--- config.mk ---
export PLATFORM = sky130hd
export DESIGN_NAME = skinny_round_ctrl
export DESIGN_NICKNAME = d
export VERILOG_FILES = /design/src/rtl/skinny_pkg.sv /design/src/rtl/skinny_rc_lfsr.sv /design/src/rtl/skinny_round_ctrl.sv
export SDC_FILE = /design/constraint.sdc
export NUM_CORES = 1
export LEC_CHECK = 0
export BUFFER_PORTS_ARGS = -buffer_cell sky130_fd_sc_hd__buf_4
export CAP_MARGIN = 20
export CORE_UTILIZATION = 45
export CTS_CLUSTER_DIAMETER = 30
export CTS_CLUSTER_SIZE = 14
export DETAILED_ROUTE_END_ITERATION = 10
export PLACE_DENSITY = 0.73
export REMOVE_ABC_BUFFERS = 1
export SLEW_MARGIN = 20
export SYNTH_ARGS = -nofsm -noshare
export SYNTH_HDL_FRONTEND = slang
export SYNTH_SLANG_ARGS = --single-unit
--- constraint.sdc ---
create_clock -name clock -period 1.6 [get_ports clock]
set_clock_uncertainty 0.2 [all_clocks]
set_input_delay 0.16 -clock clock [delete_from_list [all_inputs] [get_ports clock]]
set_output_delay 0.16 -clock clock [all_outputs]
set_load 0.01 [all_outputs]
--- src/rtl/skinny_pkg.sv ---
// Shared constants and FSM encoding for the SKINNY-128-384 round controller.
// Imported by the controller and its round-constant LFSR.
package skinny_pkg;

    localparam int NUM_ROUNDS = 56;
    localparam int RC_W       = 6;
    localparam int IDX_W      = 6;

    localparam logic [5:0] RC_INIT = 6'h00;

    typedef enum logic [1:0] {
        IDLE  = 2'd0,
        LOAD  = 2'd1,
        ROUND = 2'd2,
        DONE  = 2'd3
    } state_t;

endpackage

--- src/rtl/skinny_rc_lfsr.sv ---
// Round-constant LFSR: update is {rc[4:0], rc[5]^rc[4]^1}.
// Clear has priority over enable so the controller can zero it while idle.
module skinny_rc_lfsr #(
    parameter int RC_W = skinny_pkg::RC_W
) (
    input  logic            clock,
    input  logic            reset,
    input  logic            clear,
    input  logic            enable,
    output logic [RC_W-1:0] rc
);
    import skinny_pkg::*;

    logic [RC_W-1:0] rc_q;
    logic            feedback;

    assign feedback = rc_q[RC_W-1] ^ rc_q[RC_W-2] ^ 1'b1;

    // NOTE: state registers use non-blocking assignments so every flop samples pre-edge values.
    always_ff @(posedge clock or posedge reset) begin
        if (reset) begin
            rc_q <= RC_W'(RC_INIT);
        end else if (clear) begin
            rc_q <= RC_W'(RC_INIT);
        end else if (enable) begin
            rc_q <= {rc_q[RC_W-2:0], feedback};
        end
    end

    assign rc = rc_q;

endmodule

--- src/rtl/skinny_round_ctrl.sv ---
// Round sequencer for SKINNY-128-384: LOAD for one cycle, NUM_ROUNDS stallable
// rounds, then DONE holding valid until the consumer acknowledges.
module skinny_round_ctrl #(
    parameter int NUM_ROUNDS = skinny_pkg::NUM_ROUNDS,
    parameter int RC_W       = skinny_pkg::RC_W
) (
    input  logic            clock,
    input  logic            reset,
    input  logic            start,
    input  logic            hold,
    input  logic            ack,
    output logic            load,
    output logic            round_en,
    output logic            tk_en,
    output logic [RC_W-1:0] rc,
    output logic [5:0]      round_idx,
    output logic            last_round,
    output logic            busy,
    output logic            valid
);
    import skinny_pkg::*;

    localparam logic [5:0] LAST_IDX = 6'(NUM_ROUNDS - 1);

    state_t     state;
    state_t     state_next;
    logic [5:0] idx_q;
    logic       rc_clear;
    logic       rc_enable;

    always_ff @(posedge clock or posedge reset) begin
        if (reset) begin
            state <= IDLE;
        end else begin
            state <= state_next;
        end
    end

    // NOTE: every signal driven here gets a default first so no path can infer a latch.
    always_comb begin
        state_next = state;
        load       = 1'b0;
        round_en   = 1'b0;
        busy       = 1'b0;
        valid      = 1'b0;
        last_round = 1'b0;

        unique case (state)
            IDLE: begin
                if (start) state_next = LOAD;
            end
            LOAD: begin
                load       = 1'b1;
                busy       = 1'b1;
                state_next = ROUND;
            end
            ROUND: begin
                busy       = 1'b1;
                round_en   = !hold;
                last_round = round_en && (idx_q == LAST_IDX);
                if (last_round) state_next = DONE;
            end
            DONE: begin
                valid = 1'b1;
                // A start coinciding with ack is dropped; only IDLE accepts start.
                if (ack) state_next = IDLE;
            end
            default: state_next = IDLE;
        endcase
    end

    assign tk_en = round_en;

    // The index parks on the final round in DONE and never wraps within a run.
    always_ff @(posedge clock or posedge reset) begin
        if (reset) begin
            idx_q <= 6'd0;
        end else begin
            unique case (state)
                ROUND: if (round_en && !last_round) idx_q <= idx_q + 6'd1;
                DONE:  if (ack) idx_q <= 6'd0;
                default: idx_q <= 6'd0;
            endcase
        end
    end

    assign round_idx = idx_q;

    // Zeroed while idle so LOAD presents 0; the LOAD edge yields round 0's constant.
    assign rc_clear  = (state == IDLE);
    assign rc_enable = (state == LOAD) || round_en;

    skinny_rc_lfsr #(
        .RC_W (RC_W)
    ) u_rc_lfsr (
        .clock  (clock),
        .reset  (reset),
        .clear  (rc_clear),
        .enable (rc_enable),
        .rc     (rc)
    );

endmodule

==> impl_metrics.env, run 1 <==
export IMPL_ys_warn_count=0
export IMPL_grt_first_pass_wirelength_um=3698
export IMPL_die_area_um2=1999
export IMPL_clock_root_buffer="clkbuf_4"
export IMPL_clkPwrFrac=0.099
export IMPL_crit_arrival_ps=1810
export IMPL_core_um2=1727
export IMPL_critPathKind="flip-flop to flip-flop"
export IMPL_hold_violations=0
export IMPL_synth_xor_area_frac=0.02134
export IMPL_timing_critical_path_from="round_idx[0]"
export IMPL_fillers=109
export IMPL_drive_above_1_share=0.6875
export IMPL_syn_instance_count=80
export IMPL_comb_power_share=0.673
export IMPL_p_int_w=0.001535
export IMPL_hold_path_class="input pin to flip-flop"
export IMPL_grt_pass1_vias=774
export IMPL_synth_edf_count=0
export IMPL_wire_per_inst_um=17.88
export IMPL_antenna_found_initial=0
export IMPL_r2r_start="round_idx[0]"
export IMPL_cp_data_required_time_ps=1610
export IMPL_port_buffers=22
export IMPL_period_share=1.127
export IMPL_placed_area_um2=1117
export IMPL_pwr_density_cell_nw_per_um2=1858
export IMPL_p_seq_frac=0.228
export IMPL_cp_end_kind="flip-flop"
export IMPL_synth_area_per_cell_um2=10.26
export IMPL_grt_max_degree=15
export IMPL_synthMuxAreaShare=0.01372
export IMPL_row_count=15
export IMPL_synthSimpleGateAreaFrac=0.2790
export IMPL_status="finished with violations"
export IMPL_gp_congestion=0.7599
export IMPL_timing_rr_end="round_idx[2]"
export IMPL_rsz0062_at_grt="true"
export IMPL_synth_ff_type="dfrtp_1"
export IMPL_io_pins=23
export IMPL_nets=139
export IMPL_post_dp_hpwl_um=1500
export IMPL_worst_path_max_fanout=6
export IMPL_design_area_um2=1428
export IMPL_switchingPower_w=0.001118
export IMPL_leakage_nw=0.7004
export IMPL_overflow=0
export IMPL_cts_buffers=3
export IMPL_drt_wl_total_um=2735
export IMPL_die_w_um=44.71
export IMPL_chipHeight_um=44.71
export IMPL_tritoncts="done"
export IMPL_synthAdderAreaFrac=0.07622
export IMPL_reg2reg_setup_slack_ps=-200
export IMPL_initialDrtViolationCount=21
export IMPL_synth_cell_types=31
export IMPL_ctsLongestPathBuffers=2
export IMPL_violations="setup timing"
export IMPL_synthArstFlopShare=1.000
export IMPL_synth_area_um2=820.8
export IMPL_vias=819
export IMPL_dp_cells=140
export IMPL_track_usage=0.2642
export IMPL_fin_crit_ps=1803
export IMPL_initial_utilization=0.4754
export IMPL_ant_nets=0
export IMPL_tightest_slew_ps=558.8
export IMPL_clkTransAtPathRegs_ps=90
export IMPL_clock_sinks=14
export IMPL_ir_drop_v=0.001296
export IMPL_endpoint="round_idx[2]"
export IMPL_synth_top_cell_area_share=0.4268
export IMPL_yosysSeqAreaShare=0.4268
export IMPL_maxCapViolCount=0
export IMPL_min_from="hold"
export IMPL_num_antenna_cells=0
export IMPL_insertion_delay_ps=280
export IMPL_routed_via_density=5.353
export IMPL_area_growth_pct=73.93
export IMPL_first_pass_iters=4
export IMPL_synth_compound_area_frac=0.1402
export IMPL_fmax_ghz=0.5547
export IMPL_slew_violations=0
export IMPL_rr_worst_depth=6
export IMPL_synth_top_family_by_area="simple AND/OR/NAND/NOR gates"
export IMPL_ys_ff_latch=14
export IMPL_h_tree_depth=1
export IMPL_synth_area_leader_cell="dfrtp_1"
export IMPL_synth_area_leaders="dfrtp_1 43%, ha_1 7.6%, nand2b_1 5.3%"
export IMPL_p_sw_frac=0.4214
export IMPL_max_slew_margin_rel=0.6270
export IMPL_final_common_cell="buf_4"
export IMPL_post_route_drc_count=0
export IMPL_final_cell_mix="36 x buf_4, 13 x dfrtp_1, 9 x buf_6, 7 x nand2b_1, 5 x o21ai_2"
export IMPL_worstSetupStartpointType="flip-flop"
export IMPL_fin_cells=153
export IMPL_setup_viol=16
export IMPL_setup_ws_ps=-202.8
[sequential cells by signal, summed over array words and instances, names as in the netlist]
name,count
round_idx,6
u_rc_lfsr.rc,6
state,2
[logic make-up (layout without fill, tap and decap cells)]
group / after synthesis / count (layout)
simple gates: 32 / 32
compound gates: 18 / 18
flops: 14 / 14
buf+inv: 8 / 56
fa+ha+maj: 5 / 5
xor+xnor: 2 / 2
mux: 1 / 1
[layer usage]
layer / vias to the layer above / share of wire / GRT usage
met2: 32 / 0.50 / 0.4235
met5: - / 0 / 0
met1: 401 / 0.43 / 0.3695
met3: 8 / 0.040 / 0.02400
li1: 378 / - / -
met4: 0 / 0.026 / 0.1091
[area by class of cell]
type	count	area, µm²	share of cell area
clock buffers	4	36.28	0.02542
flip-flops and latches	14	351.6	0.2463
multi-input cells	58	601.8	0.4216
repair buffers	46	381.6	0.2673
well taps	25	31.28	0.02191
inverters	6	25.02	0.01753
[timing repair]
item	in CTS	in global routing
resized for setup	25	30
gates cloned	1	0
endpoints found under the hold margin	14	0
pin swaps	5	9
endpoints found under the setup margin	15	19
setup buffers	3	4
hold buffers	1	0
[power by group through the flow]
| stage | logic [W] | clock network (W) | registers (W) |
|---|---|---|---|
| 2_1_floorplan | 0.000570 | 0 | 0.000595 |
| 3_3_place_gp | 0.00111 | 0 | 0.000556 |
| 3_5_place_dp | 0.00115 | 0 | 0.000567 |
| 4_1_cts | 0.00141 | 0.000265 | 0.000578 |
| 5_1_grt | 0.00190 | 0.000288 | 0.000617 |
| 6_report | 0.00179 | 0.000263 | 0.000604 |
[critical path: stages (launching register included)]
cell and delay, ps:
dfrtp_1 430, ha_4 190, nand4b_4 130, nor3_4 60, buf_6 130, or4_4 420, a21oi_2 170
[synth_stat cells (all sizes together) (2+ instances only)]
cell    count
xor2        2
dfrtp      14
nor3        2
nand2b      9
and3        3
a21oi       2
nand3       2
inv         6
buf         2
ha          5
nand2      10
o31ai       4
o21ai       9
[stage by stage]
stage / power (W) / util / worst slack (ps) / hold slack [ps] / TNS, ps
2_1_floorplan: 0.001165 / - / -153.2 / -150.8 / -1082
3_3_place_gp: 0.001661 / 0.6471 / -135.1 / 48.27 / -668.1
3_5_place_dp: 0.001716 / 0.6471 / -168.5 / 48.48 / -1002
4_1_cts: 0.002248 / 0.7384 / -111.8 / 74.68 / -609.6
5_1_grt: 0.002807 / 0.8268 / -243.5 / 134.9 / -1967
6_report: 0.002653 / 0.8268 / -202.8 / 141.8 / -1105
[how the worst min path moves through the flow]
| stage | to | slack (ps) | cells after the start |
|---|---|---|---|
| after global placement | u_rc_lfsr.rc[0] | 50 | 2 |
| after floorplan | round_idx[0] | -150 | 1 |
| after CTS | round_idx[5] | 70 | 4 |
| final | round_idx[5] | 140 | 4 |
| after global routing | round_idx[5] | 130 | 4 |
| after detailed placement | u_rc_lfsr.rc[0] | 50 | 2 |
Note: power is estimated with default switching activity, not from simulation.
==> run 2: changes to the inputs <==
CORE_ASPECT_RATIO = 1.25   (was not set)
SKIP_CTS_REPAIR_TIMING = 1   (was not set)
==> impl_metrics.env, run 2 (synthesis results as in run 1) <==
export IMPL_insertion_delay_ps=300
export IMPL_initial_utilization=0.5000
export IMPL_slew_violations=0
export IMPL_holdPathEnd="round_idx[5]"
export IMPL_nets=133
export IMPL_timing_rr_end="round_idx[2]"
export IMPL_area_growth_pct=57.93
export IMPL_gp_congestion=0.7310
export IMPL_maxCapViolCount=0
export IMPL_hold_violations=0
export IMPL_post_dp_hpwl_um=1346
export IMPL_violations="setup timing"
export IMPL_rsz0062_at_grt="true"
export IMPL_grt_first_pass_wirelength_um=2911
export IMPL_pwr_density_cell_nw_per_um2=1837
export IMPL_io_pins=23
export IMPL_crit_arrival_ps=1450
export IMPL_final_common_cell="buf_4"
export IMPL_tightest_slew_ps=566.7
export IMPL_cp_data_required_time_ps=1240
export IMPL_hold_path_class="input pin to flip-flop"
export IMPL_tritoncts="done"
export IMPL_drt_wl_total_um=2118
export IMPL_port_buffers=22
export IMPL_clock_root_buffer="clkbuf_4"
export IMPL_grt_pass1_vias=682
export IMPL_vias=768
export IMPL_hold_ws_ps=96.66
export IMPL_routed_via_density=5.486
export IMPL_chipHeight_um=49.75
export IMPL_row_count=16
export IMPL_power_total_w=0.002381
export IMPL_overflow=0
export IMPL_ant_nets=0
export IMPL_worstSetupStartpointType="flip-flop"
export IMPL_grt_max_degree=15
export IMPL_ctsLongestPathBuffers=2
export IMPL_dpl_worst_slack_ps=-196.7
export IMPL_timing_critical_path_from="state[0]"
export IMPL_clkTransAtPathRegs_ps=100
export IMPL_cts_buffers=3
export IMPL_cp_end_kind="output pin"
export IMPL_setup_viol=17
export IMPL_post_route_drc_count=0
export IMPL_first_pass_iters=4
export IMPL_h_tree_depth=1
export IMPL_antenna_found_initial=0
export IMPL_track_usage=0.2157
export IMPL_leakage_nw=0.6487
export IMPL_final_cell_mix="33 x buf_4, 14 x dfrtp_1, 7 x nand2_2, 6 x nand2b_1, 6 x buf_6"
export IMPL_die_area_um2=2000
export IMPL_reg2reg_setup_slack_ps=-170
export IMPL_r2r_start="state[0]"
export IMPL_fmax_ghz=0.5520
export IMPL_drive_above_1_share=0.5984
export IMPL_period_share=1.132
export IMPL_critPathKind="flip-flop to output pin"
export IMPL_setup_ws_ps=-211.5
export IMPL_worstHoldPathCells=4
export IMPL_core_um2=1642
export IMPL_clock_sinks=14
export IMPL_initialDrtViolationCount=10
export IMPL_die_w_um=40.20
export IMPL_worst_path_max_fanout=4
export IMPL_max_slew_margin_rel=0.6218
export IMPL_rr_worst_depth=7
export IMPL_min_from="hold"
export IMPL_wire_per_inst_um=15.13
export IMPL_fin_crit_ps=1811
export IMPL_num_antenna_cells=0
export IMPL_status="finished with violations"
export IMPL_ir_drop_v=0.001181
run 2: per-stage QoR:
step / instance area (µm²) / utilization / instances / setup TNS, ps
after CTS: 1130 / 0.6883 / 135 / -2385
final: 1296 / 0.7896 / 140 / -1322
after global routing: 1296 / 0.7896 / 140 / -2419
after floorplan: 808.3 / - / 78 / -1082
after detailed placement: 1094 / 0.6662 / 131 / -1017
after global placement: 1094 / 0.6662 / 131 / -560.8
run 2: worst max-delay path, stage by stage (launching register included):
cell     delay [ps]
dfrtp_1         430
inv_2           100
ha_4            180
inv_4            50
nor3_4          250
buf_6           150
run 2: cell type report:
class	count	area (µm²)
inverters	6	25.02
repair buffers	40	325.3
fillers	122	345.3
multi-input cells	58	536.8
clock buffers	4	36.28
flip-flops and latches	14	350.3
well taps	18	22.52
run 2: per-layer routing:
layer | vias up | share of wire | track usage
met5 | - | 0 | 0
met4 | 0 | 0.023 | 0.1167
met3 | 5 | 0.032 | 0.02703
met2 | 19 | 0.53 | 0.3414
met1 | 375 | 0.42 | 0.2711
li1 | 369 | - | -
run 2: worst max-delay path by stage:
stage / end / slack [ps]
floorplan: state[1] / -150
global placement: round_idx[2] / -120
detailed placement: round_idx[2] / -200
CTS: last_round / -520
global route: last_round / -260
finish: last_round / -210
run 2: where the power goes:
group          switching (W)  internal, W  total [W]
registers           0.000126     0.000466   0.000591
logic               0.000718     0.000799    0.00152
clock network       0.000133     0.000139   0.000272
total               0.000977      0.00140    0.00238
